==> src/rtl/reaction_pkg.sv <==
// reaction_pkg: shared FSM states, LFSR constants and width helper for reaction_arena
package reaction_pkg;

    typedef enum logic [2:0] {IDLE, WAIT, GO, DONE, FAULT} state_t;

    // Galois taps for x^16+x^14+x^13+x^11+1 in a right-shifting register
    localparam logic [15:0] LFSR_POLY         = 16'hB400;
    localparam logic [15:0] LFSR_DEFAULT_SEED = 16'hACE1;

    function automatic int clog2_min1(input int n);
        return (n > 1) ? $clog2(n) : 1;
    endfunction

endpackage

==> src/rtl/reaction_lfsr.sv <==
// reaction_lfsr: free-running 16-bit Galois LFSR used to randomise the GO delay
module reaction_lfsr
    import reaction_pkg::*;
#(
    parameter logic [15:0] SEED = LFSR_DEFAULT_SEED
) (
    input  logic        clk,
    input  logic        reset_n,
    output logic [15:0] value
);

    // shift right and fold the tap mask in whenever a one leaves the bottom
    always_ff @(posedge clk or negedge reset_n)
        if (!reset_n) value <= SEED;
        else          value <= (value >> 1) ^ (value[0] ? LFSR_POLY : 16'h0000);

endmodule

==> src/rtl/reaction_arena.sv <==
// reaction_arena: multi-player reaction timer (random delay, ms timing, winner, false starts)
// Optional best-time tracking is built when REACTION_BEST_TIME_EN is defined.
module reaction_arena
    import reaction_pkg::*;
#(
    parameter int          NUM_PLAYERS   = 2,
    parameter int          TICKS_PER_MS  = 50000,
    parameter int          TIME_W        = 14,
    parameter int          MIN_DELAY_MS  = 1000,
    parameter int          DELAY_SPAN_MS = 2048,
    parameter logic [15:0] LFSR_SEED     = 16'hACE1,
    localparam int         WIN_W         = clog2_min1(NUM_PLAYERS)
) (
    input  logic                   clk,
    input  logic                   reset_n,
    input  logic                   start_btn,
    input  logic [NUM_PLAYERS-1:0] react_btn,
    output logic                   led,
    output logic                   busy,
    output logic                   result_valid,
    output logic [WIN_W-1:0]       winner,
    output logic [TIME_W-1:0]      winner_time,
    output logic                   timeout,
    output logic [NUM_PLAYERS-1:0] false_start,
    output logic [TIME_W-1:0]      best_time
);

    localparam int               PRE_W    = clog2_min1(TICKS_PER_MS);
    localparam int               DLY_W    = $clog2(MIN_DELAY_MS + DELAY_SPAN_MS + 1);
    localparam logic [PRE_W-1:0] PRE_LAST = PRE_W'(TICKS_PER_MS - 1);
    localparam logic [TIME_W-1:0] MS_MAX  = '1;

    state_t             state, state_nx;
    logic               start_q;
    logic               start_rise;
    logic               tick;
    logic               any_press;
    logic               arm;
    logic               finish;
    logic [PRE_W-1:0]   presc;
    logic [DLY_W-1:0]   dly;
    logic [TIME_W-1:0]  ms;
    logic [15:0]        lfsr;
    logic [WIN_W-1:0]   first;

    reaction_lfsr #(.SEED(LFSR_SEED)) u_lfsr (
        .clk     (clk),
        .reset_n (reset_n),
        .value   (lfsr)
    );

    assign start_rise = start_btn & ~start_q;
    assign tick       = presc == PRE_LAST;
    assign any_press  = |react_btn;
    assign arm        = state_nx == WAIT && state != WAIT;
    assign finish     = state == GO && state_nx == DONE;

    // lowest set react bit wins a same-cycle tie
    always_comb begin
        first = '0;
        for (int i = NUM_PLAYERS - 1; i >= 0; i--)
            if (react_btn[i]) first = WIN_W'(i);
    end

    // state register
    always_ff @(posedge clk or negedge reset_n)
        if (!reset_n) state <= IDLE;
        else          state <= state_nx;

    // next state; a press in WAIT beats delay expiry in the same cycle
    always_comb begin
        state_nx = state;
        case (state)
            IDLE:        state_nx = start_rise ? WAIT : IDLE;
            WAIT:        state_nx = any_press ? FAULT : (tick && dly <= DLY_W'(1)) ? GO : WAIT;
            GO:          state_nx = (any_press || ms == MS_MAX) ? DONE : GO;
            DONE, FAULT: state_nx = start_rise ? WAIT : state;
            default:     state_nx = IDLE;
        endcase
    end

    // counters, registered status outputs and round results
    always_ff @(posedge clk or negedge reset_n)
        if (!reset_n) begin
            start_q      <= 1'b0;
            presc        <= '0;
            dly          <= '0;
            ms           <= '0;
            led          <= 1'b0;
            busy         <= 1'b0;
            result_valid <= 1'b0;
            timeout      <= 1'b0;
            winner       <= '0;
            winner_time  <= '0;
            false_start  <= '0;
        end else begin
            start_q      <= start_btn;
            led          <= state_nx == GO;
            busy         <= state_nx == WAIT || state_nx == GO;
            result_valid <= state_nx != state && (state_nx == DONE || state_nx == FAULT);
            presc        <= (state_nx != state || tick) ? '0 : presc + 1'b1;
            if (arm)
                dly <= DLY_W'(MIN_DELAY_MS) + DLY_W'(lfsr & 16'(DELAY_SPAN_MS - 1));
            else if (state == WAIT && tick)
                dly <= dly - 1'b1;
            if (state != GO)
                ms <= '0;
            else if (tick && ms != MS_MAX)
                ms <= ms + 1'b1;
            if (arm) begin
                winner      <= '0;
                winner_time <= '0;
                timeout     <= 1'b0;
                false_start <= '0;
            end
            if (state == WAIT && any_press)
                false_start <= react_btn;
            if (finish) begin
                winner      <= any_press ? first : '0;
                winner_time <= any_press ? ms : MS_MAX;
                timeout     <= !any_press;
            end
        end

`ifdef REACTION_BEST_TIME_EN
    // keep the fastest non-timeout result since reset
    always_ff @(posedge clk or negedge reset_n)
        if (!reset_n)
            best_time <= '1;
        else if (finish && any_press && ms < best_time)
            best_time <= ms;
`else
    assign best_time = '1;
`endif

endmodule
==> config.mk <==
export PLATFORM = sky130hd
export DESIGN_NAME = reaction_arena
export DESIGN_NICKNAME = d
export VERILOG_FILES = /design/src/rtl/reaction_pkg.sv /design/src/rtl/reaction_lfsr.sv /design/src/rtl/reaction_arena.sv
export SDC_FILE = /design/constraint.sdc
export NUM_CORES = 1
export LEC_CHECK = 0
export ABC_AREA = 0
export BUFFER_PORTS_ARGS = -buffer_cell sky130_fd_sc_hd__buf_2
export CELL_PAD_IN_SITES_DETAIL_PLACEMENT = 2
export CELL_PAD_IN_SITES_GLOBAL_PLACEMENT = 2
export CORE_UTILIZATION = 41
export CTS_CLUSTER_DIAMETER = 30
export CTS_CLUSTER_SIZE = 25
export DETAILED_ROUTE_END_ITERATION = 12
export GPL_TIMING_DRIVEN = 0
export PLACE_DENSITY_LB_ADDON = 0.1
export SYNTH_ARGS = -nofsm -noshare
export SYNTH_HDL_FRONTEND = slang
export SYNTH_HIERARCHICAL = 1
export SYNTH_SLANG_ARGS = --single-unit
==> constraint.sdc <==
create_clock -name clk -period 4.01 [get_ports clk]
set_input_delay 0 -clock clk [delete_from_list [all_inputs] [get_ports clk]]
set_output_delay 0 -clock clk [all_outputs]
set_load 0.01 [all_outputs]
==> results of run 1 <==
-- layer usage --
| layer | vias up | track usage, % | wire length (um) |
|---|---|---|---|
| met2 | 51 | 38.0 | 5290 |
| met5 | - | 0 | 0 |
| met1 | 1596 | 30.8 | 4950 |
| met4 | 0 | 9.45 | 199 |
| li1 | 1491 | - | - |
| met3 | 15 | 3.21 | 248 |
-- cell usage in the layout (no fill, tap or decap), types with 2 or more instances in the layout --
cell,n
dfstp_2,8
clkbuf_8,10
nor4b_2,3
inv_1,9
nor3b_1,2
nand3b_1,3
nand2b_1,2
a211oi_2,2
nor3_1,22
buf_2,27
nor2b_1,3
buf_4,15
clkinv_2,3
nor4_1,4
clkbuf_1,11
and3_1,6
dfrtp_1,75
dlygate4sd3_1,5
buf_1,2
nand3_1,23
nor3_2,2
a21oi_1,29
a211oi_1,2
conb_1,14
xnor2_1,25
nor4_2,4
nand2_1,30
ha_1,5
xor2_1,19
nor2_1,48
and4_1,2
nand4_1,11
o21ai_0,9
-- cells by family (layout without fill, tap and decap cells) --
kind of cell               Yosys count  count (layout)  synth area share, %
xor gates and xnor gates            44              44                 9.38
buffers and inverters               39              86                 4.97
adders and majority gates            5               5                 1.52
other                                1              14               0.0913
and+or+nand+nor                    179             179                 24.2
DFF                                 83              83                 50.8
muxes                                1               1                0.244
AOI/OAI and AO/OA                   55              55                 8.81
-- cell type report --
cell class,instances,share of cell area (%)
Timing Repair Buffer,31,4.35
Clock buffer,11,2.99
Inverter,9,0.716
Sequential cell,83,44.2
Clock inverter,5,1.11
Multi-Input combinational cell,298,39.5
Tap cell,133,3.53
Buffer,30,3.60
-- path summary, 6_finish.rpt --
| kind | end | slack, ns | cells past startpoint |
|---|---|---|---|
| min in group clk | start_q$_DFF_PN0_ | 0.34 | 2 |
| worst min-delay path | false_start[0]$_DFFE_PN0P_ | 0.18 | 2 |
| max in group asynchronous | presc[15]$_DFF_PN0_ | 3.23 | 3 |
| worst max-delay path | winner$_DFFE_PN0P_ | 1.28 | 8 |
| worst max register to register | winner$_DFFE_PN0P_ | 1.29 | 7 |
| worst min register to register | u_lfsr/value[11]$_DFF_PN1_ | 0.36 | 0 |
-- worst register-to-register path: cells and delay by family, from the launching register on --
family,cells,cell delay (ns)
AO/OA/AOI/OAI,2,0.81
flip-flops,1,0.46
buffers and inverters,1,0.57
AND/OR/NAND/NOR,3,0.51
adder cells (fa/ha/maj),1,0.31
-- power by group --
group	total (uW)	leakage (uW)	internal, uW	switching [uW]
clock	613	0.0000991	302	311
combinational	177	0.000919	65.7	111
sequential	897	0.00108	869	28.0
-- metrics by stage --
stage / utilization (%) / worst slack [ns] / total power (uW) / cell area (um2)
2_1_floorplan: - / 2.19 / 1020 / 4160
3_3_place_gp: 45.7 / 1.63 / 1080 / 4450
3_5_place_dp: 46.0 / 1.59 / 1090 / 4480
4_1_cts: 48.5 / 1.27 / 1710 / 4720
5_1_grt: 48.5 / 1.02 / 1770 / 4720
6_report: 48.5 / 1.28 / 1690 / 4720
-- registers in the layout, indices dropped and copies added, names as in the netlist --
signal        count
busy              1
dly              12
false_start       2
led               1
ms               14
presc            16
result_valid      1
start_q           1
state             3
timeout           1
u_lfsr/value     16
winner            1
winner_time      14
==> results.sh, run 1 <==
export IMPL_ys_warnings_count=6
export IMPL_die_y_um=102
export IMPL_grt_pass1_vias=3479
export IMPL_final_cells=600
export IMPL_ios=40
export IMPL_multi_input_area_um2=1860
export IMPL_crit_arrival_ns=3.03
export IMPL_root_buffer="clkbuf_8"
export IMPL_timing_fmax_ghz=0.367
export IMPL_slew_headroom_pct=41.6
export IMPL_grt_antenna_before_repair=0
export IMPL_dp_cells=579
export IMPL_setup_tns_ns=0
export IMPL_clock_path_buffers=2
export IMPL_initialDrtViolationCount=46
export IMPL_fin_crit_ns=2.73
export IMPL_whs_ns=0.176
export IMPL_path_delay_family="buffers and inverters"
export IMPL_finalHoldViolations=0
export IMPL_initial_core_util_pct=42.2
export IMPL_clkSlewWorstSetupHoldPaths_ns=0.09
export IMPL_skew_ns=0.00652
export IMPL_yosysMostFrequentCell="dfrtp_1"
export IMPL_rsz0062_at_grt="no"
export IMPL_status="completed"
export IMPL_wl_per_cell_um=17.8
export IMPL_yosys_top_cells_area="dfrtp_1 46%, xnor2_1 5.3%, dfstp_2 5.1%, nor2_1 4.4%, xor2_1 4.1%"
export IMPL_gp_congestion=0.792
export IMPL_grt_ovfl_total=0
export IMPL_yosys_most_used_dff="dfrtp_1"
export IMPL_syn_inst=407
export IMPL_synth_edff_count=0
export IMPL_htree_levels=3
export IMPL_register_area_um2=2090
export IMPL_crit_slowest_cell="a21oi_1"
export IMPL_syn_area_um2=4110
export IMPL_cp_slowest_stage_delay_ns=0.72
export IMPL_grt_max_degree=44
export IMPL_startpoint="react_btn[0]"
export IMPL_viasPerCell=5.26
export IMPL_track_usage_pct=23.1
export IMPL_cp_max_fo=8
export IMPL_powerDensity_nw_per_um2=357
export IMPL_synth_area_per_cell_um2=10.1
export IMPL_nNetsFinal=472
export IMPL_cap_violations=0
export IMPL_synth_commonest_cells="75 x dfrtp_1, 48 x nor2_1, 30 x nand2_1"
export IMPL_synth_top_cell_area_share_pct=45.7
export IMPL_row_count=36
export IMPL_synth_distinct_cells=59
export IMPL_routed_wl_mm=10.7
export IMPL_finalCritPeriodShare_pct=68.0
export IMPL_cts_made_buffers=9
export IMPL_crit_required_ns=4.31
export IMPL_first_pass_iters=4
export IMPL_cts_resized=0
export IMPL_cts_tree="done"
export IMPL_worst_path_buf_inv=3
export IMPL_ys_seq_area_share_pct=50.8
export IMPL_antenna_cells=0
export IMPL_vdd_drop_max_mv=0.172
export IMPL_io_buffers=25
export IMPL_hpwl_mm=7.60
export IMPL_worstSetupStartpointType="input pin"
export IMPL_drcViolationCount=0
export IMPL_n_fill_cell=1072
export IMPL_insertion_delay_ns=0.36
export IMPL_post_cts_buffers=0
export IMPL_cts_num_sinks=83
export IMPL_hold_path_class="in -> async"
export IMPL_final_antenna_net_count=0
export IMPL_path_class="in -> reg"
export IMPL_grt_pass1_wl_mm=18.0
export IMPL_tightest_slew_ns=0.876
export IMPL_area_growth_pct=15.0
export IMPL_async_reset_ff_share_pct=100
export IMPL_r2r_start="ms[0]$_DFFE_PN0P_"
export IMPL_yosys_register_bits=83
export IMPL_leakage_uw=0.00210
export IMPL_yosys_area_top_type="dfrtp_1"
export IMPL_finalSetupViolations=0
export IMPL_path_cells="dlygate4sd3_1 > buf_2 > nor2_1 > nor2_1 > a21oi_1 > nand3_1 > o31ai_1 > dlygate4sd3_1"
export IMPL_die_w_um=102
export IMPL_slew_viol_final=0
export IMPL_drive_above_1_share_pct=18.6
export IMPL_cts_hold_buf=5
export IMPL_endpoint_kind="flop"
export IMPL_die_area_um2=10400
export IMPL_via_count=3153
export IMPL_core_area_um2=9730
Power figures use the tool's default switching activity.
==> run 2, diff against run 1 <==
ABC_AREA = 1   (was 0)
CORE_UTILIZATION = 36   (was 41)
clock period = 2.77 ns   (was 4.01 ns; I/O delays follow)
==> run 2 against run 1 <==
Power grew 82%. Sequential cell count unchanged. Global-route usage is 0.68 points lower. Register-to-register slack got worse by 1.1 ns. Worst setup slack worse by 1.1 ns. Critical path type is now reg -> reg. Critical endpoint unchanged. Largest cell class unchanged.
==> results.sh, run 2 <==
export IMPL_area_growth_pct=16.5
export IMPL_synth_edff_count=0
export IMPL_grt_ovfl_total=0
export IMPL_grt_max_degree=64
export IMPL_cap_violations=0
export IMPL_final_antenna_net_count=0
export IMPL_endpoint_kind="flop"
export IMPL_gp_congestion=0.765
export IMPL_final_common_cell="nand2_1"
export IMPL_ys_warnings_count=6
export IMPL_tightest_slew_ns=0.502
export IMPL_synth_area_per_cell_um2=8.42
export IMPL_finalSetupViolations=0
export IMPL_slew_viol_final=0
export IMPL_hold_path_class="in -> async"
export IMPL_dp_cells=747
export IMPL_placed_area_um2=4960
export IMPL_insertion_delay_ns=0.35
export IMPL_die_w_um=114
export IMPL_row_count=40
export IMPL_cts_num_sinks=83
export IMPL_status="completed"
export IMPL_vdd_drop_max_mv=0.347
export IMPL_p_switching_uw=951
export IMPL_p_comb_share_pct=17.4
export IMPL_r2r_start="dly[0]$_DFFE_PN0P_"
export IMPL_pwr_share_clk_pct=37.6
export IMPL_initial_core_util_pct=37.4
export IMPL_grt_pass1_wl_mm=22.0
export IMPL_cts_made_buffers=9
export IMPL_timing_fmax_ghz=0.383
export IMPL_root_buffer="clkbuf_16"
export IMPL_first_pass_iters=4
export IMPL_die_area_um2=13100
export IMPL_worstSetupStartpointType="flop"
export IMPL_die_y_um=114
export IMPL_leakage_uw=0.00257
export IMPL_clock_path_buffers=2
export IMPL_ios=40
export IMPL_skew_ns=0.00928
export IMPL_finalCritPeriodShare_pct=94.2
export IMPL_core_area_um2=12200
export IMPL_synth_commonest_cells="123 x nand2_1, 75 x dfrtp_1, 54 x inv_1, 54 x nor2_1, 48 x nand3_1"
export IMPL_clkSlewWorstSetupHoldPaths_ns=0.06
export IMPL_initialDrtViolationCount=120
export IMPL_yosysMostFrequentCell="nand2_1"
export IMPL_async_reset_ff_share_pct=100
export IMPL_hpwl_mm=9.54
export IMPL_antenna_cells=0
export IMPL_internal_power_uw=2120
export IMPL_reg_top3="presc: 16 flops, u_lfsr/value: 16 flops"
export IMPL_powerDensity_nw_per_um2=580
export IMPL_finalHoldViolations=0
export IMPL_setup_tns_ns=0
export IMPL_viasPerCell=4.89
export IMPL_drive_above_1_share_pct=20.5
export IMPL_path_class="reg -> reg"
export IMPL_p_seq_share_pct=45.0
export IMPL_yosys_most_used_dff="dfrtp_1"
export IMPL_yosys_area_top_type="dfrtp_1"
export IMPL_ys_seq_area_share_pct=45.9
export IMPL_cts_tree="done"
export IMPL_nNetsFinal=605
export IMPL_crit_required_ns=3.01
export IMPL_whs_ns=0.0985
export IMPL_startpoint="dly[0]$_DFFE_PN0P_"
export IMPL_final_core_util_pct=43.5
export IMPL_syn_inst=540
export IMPL_n_fill_cell=1403
export IMPL_synth_top_cell_area_share_pct=41.3
export IMPL_fin_crit_ns=2.61
export IMPL_register_area_um2=2090
export IMPL_htree_levels=3
export IMPL_rsz0062_at_grt="no"
export IMPL_multi_input_area_um2=2080
export IMPL_synth_distinct_cells=45
export IMPL_syn_area_um2=4550
export IMPL_p_sw_share_pct=31.0
export IMPL_yosys_register_bits=83
export IMPL_routed_wl_mm=13.1
export IMPL_yosys_top_cells_area="dfrtp_1 41%, nand2_1 10%, nand3_1 5.3%, xor2_1 4.8%, dfstp_2 4.6%"
export IMPL_cp_max_fo=10
export IMPL_grt_antenna_before_repair=0
export IMPL_track_usage_pct=22.5
export IMPL_drcViolationCount=0
export IMPL_slew_headroom_pct=66.2
export IMPL_via_count=3754
export IMPL_final_cell_mix="123 x nand2_1, 75 x dfrtp_1, 54 x inv_1"
export IMPL_grt_pass1_vias=4260
export IMPL_crit_arrival_ns=2.85
export IMPL_wl_per_cell_um=17.1
export IMPL_post_route_cell_area_um2=5300
export IMPL_io_buffers=25
export IMPL_final_cells=768
run 2: worst paths after layout:
kind,to,slack (ns),cells after the start
setup / recovery,winner$_DFFE_PN0P_,0.16,12
setup reg to reg,winner$_DFFE_PN0P_,0.16,12
hold reg to reg,u_lfsr/value[11]$_DFF_PN1_,0.35,0
min in group clk,start_q$_DFF_PN0_,0.30,2
hold / removal,u_lfsr/value[9]$_DFF_PN0_,0.1,2
max in group asynchronous,u_lfsr/value[0]$_DFF_PN1_,2.03,3
run 2: what timing repair did:
item,4_1_cts,5_1_grt
endpoints found under the hold margin,83,0
hold buffers,5,0
resized for setup,0,4
setup buffers,0,0
endpoints found under the setup margin,0,1
run 2: critical path: stages, from the launching register on:
cell and delay [ns]:
dfrtp_1 0.41, inv_1 0.10, ha_1 0.25, o21ai_1 0.19, inv_1 0.06, nand2_1 0.12, nor2_4 0.06, a21oi_4 0.25
nand3_2 0.14, buf_4 0.21, nand3_1 0.08, o31ai_1 0.07, dlygate4sd3_1 0.55
run 2: power by group through the flow:
stage	Clock, uW	Sequential, uW	Combinational [uW]
6_report	1150	1380	535
4_1_cts	1190	1380	543
2_1_floorplan	0	1380	373
3_5_place_dp	0	1400	532
5_1_grt	1230	1400	609
3_3_place_gp	0	1400	497
run 2: layer usage:
layer	GRT usage, %	share of wire [%]	wire (um)
met5	0	0	0
met4	7.88	2.2	292
met3	4.82	2.3	297
met2	40.9	54	7080
met1	25.9	42	5450
run 2: cell families (layout without fill, tap and decap cells):
logic type	Yosys count	count (layout)	share of synthesized area [%]
flip-flops	83	83	45.9
AND/OR/NAND/NOR	281	281	30.4
buffers and inverters	90	137	9.47
AO/OA/AOI/OAI	50	50	6.96
XOR/XNOR	30	30	5.78
adder cells (fa/ha/maj)	5	5	1.38
other	1	14	0.0825
run 2: per-stage QoR:
step,power (uW),setup WS (ns)
after floorplan,1760,0.933
after global placement,1890,0.617
after detailed placement,1930,0.565
after CTS,3110,0.0417
after global routing,3230,0.000786
final,3070,0.160
run 2: final cells by class:
cell class,count,share of cell area (%)
Tap cell,168,3.97
Multi-Input combinational cell,380,39.3
Sequential cell,83,39.4
Clock buffer,10,4.51
Inverter,65,4.61
Clock inverter,6,0.780
Timing Repair Buffer,31,3.88
Buffer,25,3.57
==> run 3, diff against run 2 <==
ABC_AREA = 0   (was 1)
CORE_UTILIZATION = 38   (was 36)
==> run 3 against run 2 <==
Sequential power down 6%. Sequential share of layout area rose by 4.7 points. Power is 19% lower. Maximum frequency up 4.0%. Global-route usage is 1.5 points lower. Register-to-register slack better by 0.10 ns. Cell area down 11%. First-iteration DRC count decreased by 42%. Critical endpoint unchanged. Non-clock buffer count is 4 higher.
==> results.sh, run 3 (synthesis gave the netlist of run 1 again) <==
export IMPL_gp_congestion=0.763
export IMPL_core_area_um2=10400
export IMPL_grt_pass1_wl_mm=18.2
export IMPL_final_antenna_net_count=0
export IMPL_endpoint_kind="flop"
export IMPL_placed_area_um2=4480
export IMPL_initial_core_util_pct=39.4
export IMPL_status="completed"
export IMPL_die_w_um=106
export IMPL_viasPerCell=5.28
export IMPL_grt_antenna_before_repair=0
export IMPL_reg2reg_slack_ns=0.26
export IMPL_drive_above_1_share_pct=18.9
export IMPL_crit_arrival_ns=2.83
export IMPL_die_area_um2=11200
export IMPL_cts_resized=0
export IMPL_hold_path_startpoint="react_btn[1]"
export IMPL_wl_per_cell_um=17.4
export IMPL_row_count=37
export IMPL_post_route_cell_area_um2=4730
export IMPL_via_count=3179
export IMPL_clkSlewWorstSetupHoldPaths_ns=0.10
export IMPL_timing_fmax_ghz=0.399
export IMPL_ios=40
export IMPL_final_common_cell="dfrtp_1"
export IMPL_root_buffer="clkbuf_8"
export IMPL_area_growth_pct=15.2
export IMPL_final_cell_mix="75 x dfrtp_1, 48 x nor2_1, 30 x nand2_1"
export IMPL_grt_pass1_vias=3527
export IMPL_insertion_delay_ns=0.37
export IMPL_fin_crit_ns=2.51
export IMPL_leakage_uw=0.00210
export IMPL_r2r_start="state[1]$_DFF_PN0_"
export IMPL_grt_max_degree=47
export IMPL_register_area_um2=2090
export IMPL_n_fill_cell=1129
export IMPL_htree_levels=3
export IMPL_routed_wl_mm=10.5
export IMPL_hpwl_mm=7.57
export IMPL_drcViolationCount=0
export IMPL_skew_ns=0.0145
export IMPL_cap_violations=0
export IMPL_cp_max_fo=10
export IMPL_track_usage_pct=21.0
export IMPL_tightest_slew_ns=0.761
export IMPL_grt_ovfl_total=0
export IMPL_slew_viol_final=0
export IMPL_rr_endpoint="winner$_DFFE_PN0P_"
export IMPL_worstSetupStartpointType="flop"
export IMPL_holdPathEnd="false_start[1]$_DFFE_PN0P_"
export IMPL_path_class="reg -> reg"
export IMPL_rsz0062_at_grt="no"
export IMPL_vdd_drop_max_mv=0.211
export IMPL_post_cts_buffers=0
export IMPL_hold_path_class="in -> reg"
export IMPL_io_buffers=25
export IMPL_reg_top3="presc: 16 flops, u_lfsr/value: 16 flops"
export IMPL_cts_num_sinks=83
export IMPL_crit_required_ns=3.09
export IMPL_hold_path_cell_count=3
export IMPL_setup_tns_ns=0
export IMPL_first_pass_iters=4
export IMPL_finalSetupViolations=0
export IMPL_finalCritPeriodShare_pct=90.6
export IMPL_cts_made_buffers=9
export IMPL_slew_headroom_pct=48.8
export IMPL_powerDensity_nw_per_um2=527
export IMPL_cts_tree="done"
export IMPL_antenna_cells=0
export IMPL_finalHoldViolations=0
export IMPL_multi_input_area_um2=1860
export IMPL_worstRegToRegCells=8
export IMPL_nNetsFinal=471
export IMPL_initialDrtViolationCount=70
export IMPL_clock_path_buffers=2
export IMPL_die_y_um=106
run 3: cell types whose count changed in the layout (fill, tap and decap cells not counted), moves of 11 or more:
cell / change
xnor2_1: +20
o21ai_0: -19
nor3_1: +13
nand3_1: -25
nand2_1: -93
nor2_4: -13
inv_1: -45
inv_2: -11
a21oi_1: +24
run 3: area by class of cell:
cell class / instances / share of cell area [%]
plain buffers: 30 / 3.60
clock inverters: 6 / 1.53
clock buffers: 10 / 2.91
inverters: 9 / 0.714
repair buffers: 30 / 4.13
multi-input cells: 298 / 39.4
well taps: 136 / 3.60
flip-flops and latches: 83 / 44.1
run 3: layer usage:
metal	up-vias	GRT usage, %	routed length, um
met1	1626	26.3	4760
met2	39	36.4	5340
met5	-	0	0
li1	1498	-	-
met4	0	7.94	192
met3	16	3.31	214
run 3: critical path: stages, from the launching register on:
cell and delay (ns):
dfrtp_1 0.40, clkbuf_1 0.22, nand3b_1 0.18, o21ai_0 0.16, nand2_1 0.20, clkbuf_1 0.47
nand3_1 0.15, o31ai_1 0.09, dlygate4sd3_1 0.57
run 3: how the worst max path moves through the flow:
stage                        from                           to  depth (start not counted)  slack, ns
3_3_place_gp    ms[0]$_DFFE_PN0P_  winner_time[13]$_DFFE_PN0P_                          6       0.45
5_1_grt         ms[0]$_DFFE_PN0P_           winner$_DFFE_PN0P_                          7       0.07
6_report       state[1]$_DFF_PN0_           winner$_DFFE_PN0P_                          8       0.26
4_1_cts         ms[0]$_DFFE_PN0P_           winner$_DFFE_PN0P_                          7       0.17
2_1_floorplan  presc[0]$_DFF_PN0_           ms[13]$_DFFE_PN0P_                          8       0.95
3_5_place_dp    ms[0]$_DFFE_PN0P_  winner_time[12]$_DFFE_PN0P_                          6       0.39
run 3: per-stage QoR:
step / utilization (%) / power [uW] / std cells / hold WS [ns] / setup slack (ns)
after floorplan: - / 1470 / 420 / -0.296 / 0.952
after global placement: 42.7 / 1560 / 581 / 0.154 / 0.447
after detailed placement: 43.0 / 1580 / 582 / 0.00668 / 0.393
after CTS: 45.4 / 2530 / 602 / 0.00994 / 0.171
after global routing: 45.4 / 2610 / 602 / 0.0158 / 0.0682
final: 45.4 / 2490 / 602 / 0.00356 / 0.261
run 3: power breakdown:
part / switching [uW] / internal [uW] / total [uW]
Sequential: 41.7 / 1260 / 1300
Combinational: 159 / 94.5 / 253
Clock: 491 / 451 / 941
Total: 691 / 1800 / 2490
run 3: what timing repair did:
item | CTS | global route
endpoints found under the setup margin | 0 | 0
hold endpoints to repair | 40 | 0
hold buffers | 4 | 0
